**src/rtl/regfile_scoreboard.sv**
```systemverilog
// regfile_scoreboard: multi-read-port register file with per-register busy scoreboard.
// Define REGFILE_BYPASS_EN to forward same-cycle writeback data to the read ports.
module regfile_scoreboard #(
    parameter int DATA_W   = 32,
    parameter int ADDR_W   = 5,
    parameter int NUM_RD   = 2,
    parameter int ZERO_REG = 1
) (
    input  logic                       clk,
    input  logic                       rst_n,
    input  logic [NUM_RD*ADDR_W-1:0]   readReg,
    output logic [NUM_RD*DATA_W-1:0]   readData,
    output logic [NUM_RD-1:0]          readBusy,
    input  logic                       issueValid,
    input  logic [ADDR_W-1:0]          issueReg,
    input  logic                       regWrite,
    input  logic [ADDR_W-1:0]          writeReg,
    input  logic [DATA_W-1:0]          writeData,
    input  logic                       flush,
    output logic [ADDR_W:0]            busyCount,
    output logic                       full
);
    localparam int DEPTH = 1 << ADDR_W;
    localparam logic [ADDR_W:0] MAX_BUSY = (ADDR_W+1)'(DEPTH - ZERO_REG);

    logic [DATA_W-1:0] regs_q [DEPTH];
    logic [DATA_W-1:0] regs_d [DEPTH];
    logic [DEPTH-1:0]  busy_q, busy_d;
    logic [ADDR_W:0]   busy_count_q, busy_count_d;
    logic              wr_ok, iss_ok;

    assign wr_ok  = regWrite && !(ZERO_REG != 0 && writeReg == '0);
    assign iss_ok = issueValid && !flush && !(ZERO_REG != 0 && issueReg == '0);

    // Issue is applied after writeback so a same-register issue leaves the bit set.
    always_comb begin
        regs_d = regs_q;
        busy_d = busy_q;
        if (wr_ok) begin
            regs_d[writeReg] = writeData;
            busy_d[writeReg] = 1'b0;
        end
        if (flush)
            busy_d = '0;
        else if (iss_ok)
            busy_d[issueReg] = 1'b1;
        busy_count_d = '0;
        for (int i = 0; i < DEPTH; i++)
            busy_count_d = busy_count_d + (ADDR_W+1)'(busy_d[i]);
    end

    always_ff @(posedge clk or negedge rst_n) begin
        if (!rst_n) begin
            regs_q       <= '{default: '0};
            busy_q       <= '0;
            busy_count_q <= '0;
        end else begin
            regs_q       <= regs_d;
            busy_q       <= busy_d;
            busy_count_q <= busy_count_d;
        end
    end

    assign busyCount = busy_count_q;
    assign full      = busy_count_q == MAX_BUSY;

    for (genvar g = 0; g < NUM_RD; g++) begin : g_rd
        logic [ADDR_W-1:0] ra;
        logic              zero;
        assign ra   = readReg[g*ADDR_W +: ADDR_W];
        assign zero = ZERO_REG != 0 && ra == '0;
`ifdef REGFILE_BYPASS_EN
        logic byp;
        assign byp = wr_ok && writeReg == ra;
        assign readData[g*DATA_W +: DATA_W] = zero ? '0 : byp ? writeData : regs_q[ra];
        assign readBusy[g] = zero ? 1'b0 : byp ? (issueValid && issueReg == ra) : busy_q[ra];
`else
        assign readData[g*DATA_W +: DATA_W] = zero ? '0 : regs_q[ra];
        assign readBusy[g] = zero ? 1'b0 : busy_q[ra];
`endif
    end
endmodule
```
**config.mk**
```make
export PLATFORM = sky130hd
export DESIGN_NAME = regfile_scoreboard
export DESIGN_NICKNAME = d
export VERILOG_FILES = /design/src/rtl/regfile_scoreboard.sv
export SDC_FILE = /design/constraint.sdc
export NUM_CORES = 2
export LEC_CHECK = 0
export BUFFER_PORTS_ARGS = -buffer_cell sky130_fd_sc_hd__buf_2
export CAP_MARGIN = 30
export CORE_MARGIN = 4
export CORE_UTILIZATION = 50
export DETAILED_ROUTE_END_ITERATION = 12
export PLACE_DENSITY = 0.78
export SYNTH_ARGS = -nofsm -noshare
export SYNTH_HDL_FRONTEND = slang
export SYNTH_SLANG_ARGS = --single-unit
```
**constraint.sdc**
```tcl
create_clock -name clk -period 4.6 [get_ports clk]
set_input_delay 0.46 -clock clk [delete_from_list [all_inputs] [get_ports clk]]
set_output_delay 0.46 -clock clk [all_outputs]
set_load 0.03 [all_outputs]
```
Word-level counts from Yosys, hierarchy flattened --
Index checks and enable logic that the tools add are counted.
Storage, ports and cells: flip-flop bits (word level) 1062, bits in latches 0, memory bits (writable) 0, bits in read-only memories 0, bits of input ports 57, output and inout bits 73, logic and storage cells 119, memories 0
Operators by class: add/subtract/negate cells 31, multiply operators 0, div/mod/pow operators 0, $lt $le $gt $ge 10, equality and inequality tests 1, shifts and indexed selects 0, multiplexer cells 24, bitwise operators 6, reduce and logical (&&, ||, !) cells 13
Operator list (count):
- bitwise mux 1024 bit | 1
- binary-select mux 32 bit (select 5 bit) | 2
- 2-to-1 mux 32 bit | 10
- demux 32 bit (select 5 bit) | 1
- adder 6 x 1 -> 6 bit | 26
- AND 32 bit | 1
- NOT 32 bit | 1
- OR 32 bit | 1
- less-than comparator 5 x 6 -> 1 bit (second input constant) | 4
- logical NOT 5 bit | 4
- greater-or-equal comparator 6 bit (second input constant) | 3
- NOT 5 -> 6 bit | 3
- binary-select mux 1 bit (select 5 bit) | 2
- demux 1 bit (select 5 bit) | 2
- greater-or-equal comparator 5 x 1 -> 1 bit (second input constant) | 2
- adder 5 x 1 -> 6 bit | 1
- == test 6 x 5 -> 1 bit (second input constant) | 1
- logical AND 1 bit | 6
- less-than comparator 6 x 1 -> 1 bit (second input constant) | 1
- 2-to-1 mux 1 bit | 6
- adder 4 x 1 -> 5 bit | 1
- adder 3 x 1 -> 4 bit | 1
- adder 2 x 1 -> 3 bit | 1
- logical NOT 1 bit | 3
- adder 1 x 1 -> 2 bit | 1

Depth between registers and ports, before layout --
word-level depth 41, depth in mapped cells 21, mapped depth without buffers 19

Least setup slack after synthesis --
Ideal clock, no wire load.
path kind input to register, start in writeReg[3], end reg busy_count_q[4] (netlist: busyCount[4]), setup time 123 ps, arrival 5562 ps, required time 4477 ps, setup slack -1084 ps, cell stages on the path 21, path buffers 2, cells stage by stage buf_2 -> nor3b_1 -> nand2_1 -> clkbuf_1 -> a32oi_1 -> nor2_1 -> fa_1 -> inv_1 -> fa_1 -> fa_1 -> fa_1 -> fa_1 -> fa_1 -> inv_1 -> ha_1 -> inv_1 -> fa_1 -> inv_1 -> a21o_1 -> a21oi_1 -> xnor2_1
Between the ends: elaborated cells on any way between the ends 45, those cells by class 31 x add/sub; 2 x order compare; 5 x mux; 3 x bitwise; 4 x reduce/logical
RTL lines:
- from (decl) | RTL line 17 | input logic [ADDR_W-1:0] writeReg,
- less-than comparator 5 x 6 -> 1 bit (implied by the code) or greater-or-equal comparator 5 x 1 -> 1 bit (tied branches) | RTL line 41 | busy_d[writeReg] = 1'b0;
- logical AND 1 bit (implied by the code) | RTL line 41
- 2-to-1 mux 1 bit (implied by the code) | RTL line 41
- demux 1 bit (select 5 bit) | RTL line 41
- NOT 32 bit (no source line)
- AND 32 bit (no source line)
- 2-to-1 mux 32 bit * | RTL line 39 | if (wr_ok) begin
- OR 32 bit (no source line)
- 2-to-1 mux 32 bit * | RTL line 45 | else if (iss_ok)
- 2-to-1 mux 32 bit * | RTL line 43 | if (flush)
- via busy_d[11] | RTL line 28 | logic [DEPTH-1:0] busy_q, busy_d;
- adder 6 x 1 -> 6 bit * (21 in a row) | RTL line 49 | busy_count_d = busy_count_d + (ADDR_W+1)'(busy_d[i]);
- via busy_count_d[4] | RTL line 29 | logic [ADDR_W:0] busy_count_q, busy_count_d;
- to (signal assigned) | RTL line 60 | busy_count_q <= busy_count_d;
- to (decl) | RTL line 29
The timed path passes the listed nets; every way through them passes the cells marked *. A chain may end at the register's enable or synchronous reset.

Final worst setup path --
start in flush, end reg busy_count_q[5] (netlist: busyCount[5])
Between the ends: longest elaborated chain between the ends 36
Ends and longest elaborated chain:
- from (decl) | RTL line 19 | input logic flush,
- logical NOT 1 bit | RTL line 33 | assign iss_ok = issueValid && !flush && !(ZERO_REG != 0 && issueReg == '0);
- logical AND 1 bit (2 in a row) | RTL line 33
- 2-to-1 mux 32 bit | RTL line 45
- 2-to-1 mux 32 bit * | RTL line 43
- adder 1 x 1 -> 2 bit | RTL line 49
- adder 2 x 1 -> 3 bit | RTL line 49
- adder 3 x 1 -> 4 bit | RTL line 49
- adder 4 x 1 -> 5 bit | RTL line 49
- adder 5 x 1 -> 6 bit | RTL line 49
- adder 6 x 1 -> 6 bit (25 in a row) | RTL line 49
- adder 6 x 1 -> 6 bit * | RTL line 49
- via busy_count_d[5] | RTL line 29
Marked as above.

==> flow_summary.json <==
{
  "status": "complete, but fails checks",
  "violations": "negative setup slack",
  "irDropWorstVdd_uv": 339,
  "final_hold_viol_count": 0,
  "critPathKind": "input port to flop",
  "wl_mm": 180,
  "first_iter_violations": 4381,
  "die_w_um": 347,
  "cts_buffer_depth": 3,
  "final_cell_area_um2": 63900,
  "reg2reg_to": "busyCount[5]",
  "p_comb_share_pct": 20.4,
  "clk_latency_ns": 0.70,
  "dieArea_um2": 121000,
  "hold_depth": 4,
  "arrival_ns": 5.49,
  "fillers": 8855,
  "pwr-share-seq_pct": 46.7,
  "synth-xor-area-share_pct": 0.0457,
  "finalPower_mw": 26.5,
  "gp_congestion": 0.883,
  "final.period_utilization_pct": 106,
  "cts_made_buffers": 106,
  "r2r-start": "busy_q[11]",
  "holdPathEnd": "busy_q[19]",
  "hold_path.class": "input port to flop",
  "synthTopCellsByArea": "dfrtp_1 (46%), mux2_2 (21%), mux4_2 (14%), mux2i_1 (5.7%), clkbuf_1 (1.6%)",
  "io_pins": 130,
  "grt_pass1_wl_mm": 268,
  "worst-slew-pin-transition_ns": 1.06,
  "syn-num-nets": 4163,
  "finalNonFillerCells": 5676,
  "synth_compound_area_share_pct": 5.66,
  "cts.clk_slew.worst_paths_ns": 0.06,
  "p_sw_mw": 7.45,
  "dpl_cell_area_um2": 60300,
  "ys_top_cells_by_count": "dfrtp_1 (1062), mux2_2 (1058), mux4_2 (363), mux2i_1 (330), clkbuf_1 (252)",
  "portBuffers": 129,
  "syn2layout_area_growth_pct": 11.1,
  "cts_max_level": 3,
  "dieHeight_um": 347,
  "critical_path.max_fanout": 5,
  "reg2reg_depth": 16,
  "finalSetupViolCount": 5,
  "leakagePower_nw": 28.3,
  "synth_simple_gate_area_share_pct": 2.66,
  "yosysWarnings": 0,
  "power.density_nw_per_um2": 414,
  "fp-row-count": 124,
  "drive_gt1_share_pct": 48.6,
  "cts_tree": "done",
  "fin_hold_ws_ns": 0.231,
  "required_ns": 5.19,
  "grt_pass1_vias": 40408,
  "p_int_mw": 19.0,
  "rsz0062_at_grt": "true",
  "routed_via_density": 6.92,
  "relSlewSlack_pct": 29.2,
  "netlist_instances": 4075,
  "grt_antenna_before_repair": 10,
  "cp-start-kind": "input port",
  "cts_root_buf": "clkbuf_16",
  "ys_seq_area_share_pct": 46.2,
  "synth-edff-count": 0,
  "pwr-share-clk_pct": 32.8,
  "grt_max_degree": 96,
  "synthArstFlopShare_pct": 100,
  "syn_area_per_cell_um2": 14.1,
  "drv_slew": 0,
  "vias": 39297,
  "track_usage_pct": 29.7,
  "synth_area_um2": 57500,
  "dp_hpwl_mm": 101,
  "synth-main-ff-cell": "dfrtp_1",
  "dp.cells": 5471,
  "hold_start": "flush",
  "detail-route-antenna-nets": 0,
  "muxShareOfSynthArea_pct": 40.7,
  "ys_types": 53,
  "skew_ns": 0.0123,
  "gr-total-overflow": 0,
  "period_needed_ns": 4.90,
  "timing.fmax_mhz": 204,
  "ys_seq_elements": 1062,
  "core_area_um2": 114000,
  "wl_per_cell_um": 31.7,
  "cts_sinks": 1062,
  "swShare_pct": 28.2,
  "ff2ff_setup_slack_ns": -0.21,
  "drtPass1Iterations": 6,
  "synth_fa_ha_area_share_pct": 0.987,
  "netlist.area_leader.share_pct": 46.2,
  "fin_setup_tns_ns": -1.25,
  "route.detailed.drc": 0,
  "synth_top_family_by_area": "multiplexers",
  "layout.nets": 4165,
  "initial_core_util_pct": 50.3,
  "end_kind": "flop",
  "synth_top_area_cell": "dfrtp_1",
  "fin_ws_ns": -0.298,
  "synthMostInstantiatedCell": "dfrtp_1",
  "maxCapViolations": 0
}
how the worst max path moves through the flow:
stage | startpoint | endpoint | cells after the start
after floorplan | flush | busyCount[4] | 18
after global placement | flush | busyCount[4] | 20
after detailed placement | flush | busyCount[4] | 20
after CTS | flush | busyCount[4] | 18
after global routing | flush | busyCount[5] | 20
final | flush | busyCount[5] | 17
layout by cell type, fill, tap and decap left out, types with 6 or more instances in the layout:
cell type     n
mux2i_1     330
nor2_1       14
clkbuf_1     30
nor2_2        6
o2111ai_1    19
a311oi_1     33
clkbuf_16   106
nand3b_1      9
ha_1          6
nand4_1      35
buf_4       196
o21ai_1       6
buf_2       120
nand2b_1      8
mux4_2      363
o221ai_1     66
fa_1         22
nand2_1     133
mux2_2     1058
nor2_4       10
inv_1        21
a211oi_1     66
a221oi_1     37
a22oi_1      72
a221oi_2     10
clkinv_2     16
and2_2        6
nor2b_1      37
o21ai_0      47
clkbuf_8     25
a21o_1       16
nand2_4       7
buf_12       22
nand2_2       7
a21oi_1      50
dfrtp_1    1062
layout make-up:
cell class / count / area (um2) / area share, %
Clock buffer: 161 / 3110 / 4.86
Antenna cell: 3 / 7.51 / 0.0117
Clock inverter: 31 / 354 / 0.554
Sequential cell: 1062 / 26600 / 41.6
Multi-Input combinational cell: 2525 / 29100 / 45.5
Tap cell: 1512 / 1890 / 2.96
Timing Repair Buffer: 355 / 2800 / 4.38
Inverter: 27 / 104 / 0.162
critical path, cell delays in order:
cell     delay [ns]
buf_6          0.10
or3b_4         0.44
or3_4          0.34
a21o_1         0.20
fa_1           0.51
fa_1           0.57
fa_2           0.46
fa_1           0.53
fa_1           0.44
fa_1           0.52
inv_2          0.05
ha_4           0.16
buf_4          0.13
a21o_1         0.18
a21oi_2        0.16
nor2b_1        0.06
o21a_1         0.18
registers in the layout, indices dropped and copies added, names as in the netlist:
name,cells
regs_q,1024
busyCount,6
busy_q,32
per-stage QoR:
| step | setup WS (ns) | utilization, % |
|---|---|---|
| 2_1_floorplan | -0.797 | - |
| 3_3_place_gp | -1.03 | 52.6 |
| 3_5_place_dp | -1.09 | 52.8 |
| 4_1_cts | -0.227 | 55.9 |
| 5_1_grt | -0.472 | 55.9 |
| 6_report | -0.298 | 55.9 |
metal layers:
metal  part of all wire [%]  wire [um]  GRT usage, %  vias to the layer above
li1                       -          -             -                    15610
met1                     38      67600          38.6                    20690
met2                     46      82600          46.1                     2360
met3                     10      18800          7.81                      631
met4                    6.2      11100          15.4                        6
met5                  0.021         37             0                        -
kinds of logic after synthesis:
group,Yosys count
flops,1062
xor+xnor,3
fa+ha+maj,31
compound gates,433
simple gates,307
mux,1751
buf+inv,488
timing repair:
action / CTS / global route
resized for setup: 11 / 7
hold endpoints to repair: 77 / 0
buffers inserted: 9 / 1
hold buffers: 1 / 0
gates cloned: 0 / 0
setup endpoints to repair: 5 / 5
pin swaps: 16 / 6
power groups by stage:
stage | Combinational, mW | Sequential, mW | Clock, mW
6_report | 5.41 | 12.4 | 8.69
5_1_grt | 5.81 | 12.5 | 9.17
4_1_cts | 5.40 | 12.3 | 8.76
3_5_place_dp | 5.36 | 12.4 | 0
3_3_place_gp | 5.19 | 12.3 | 0
2_1_floorplan | 4.14 | 12.0 | 0
No activity file was read; power rests on OpenSTA's default activity.
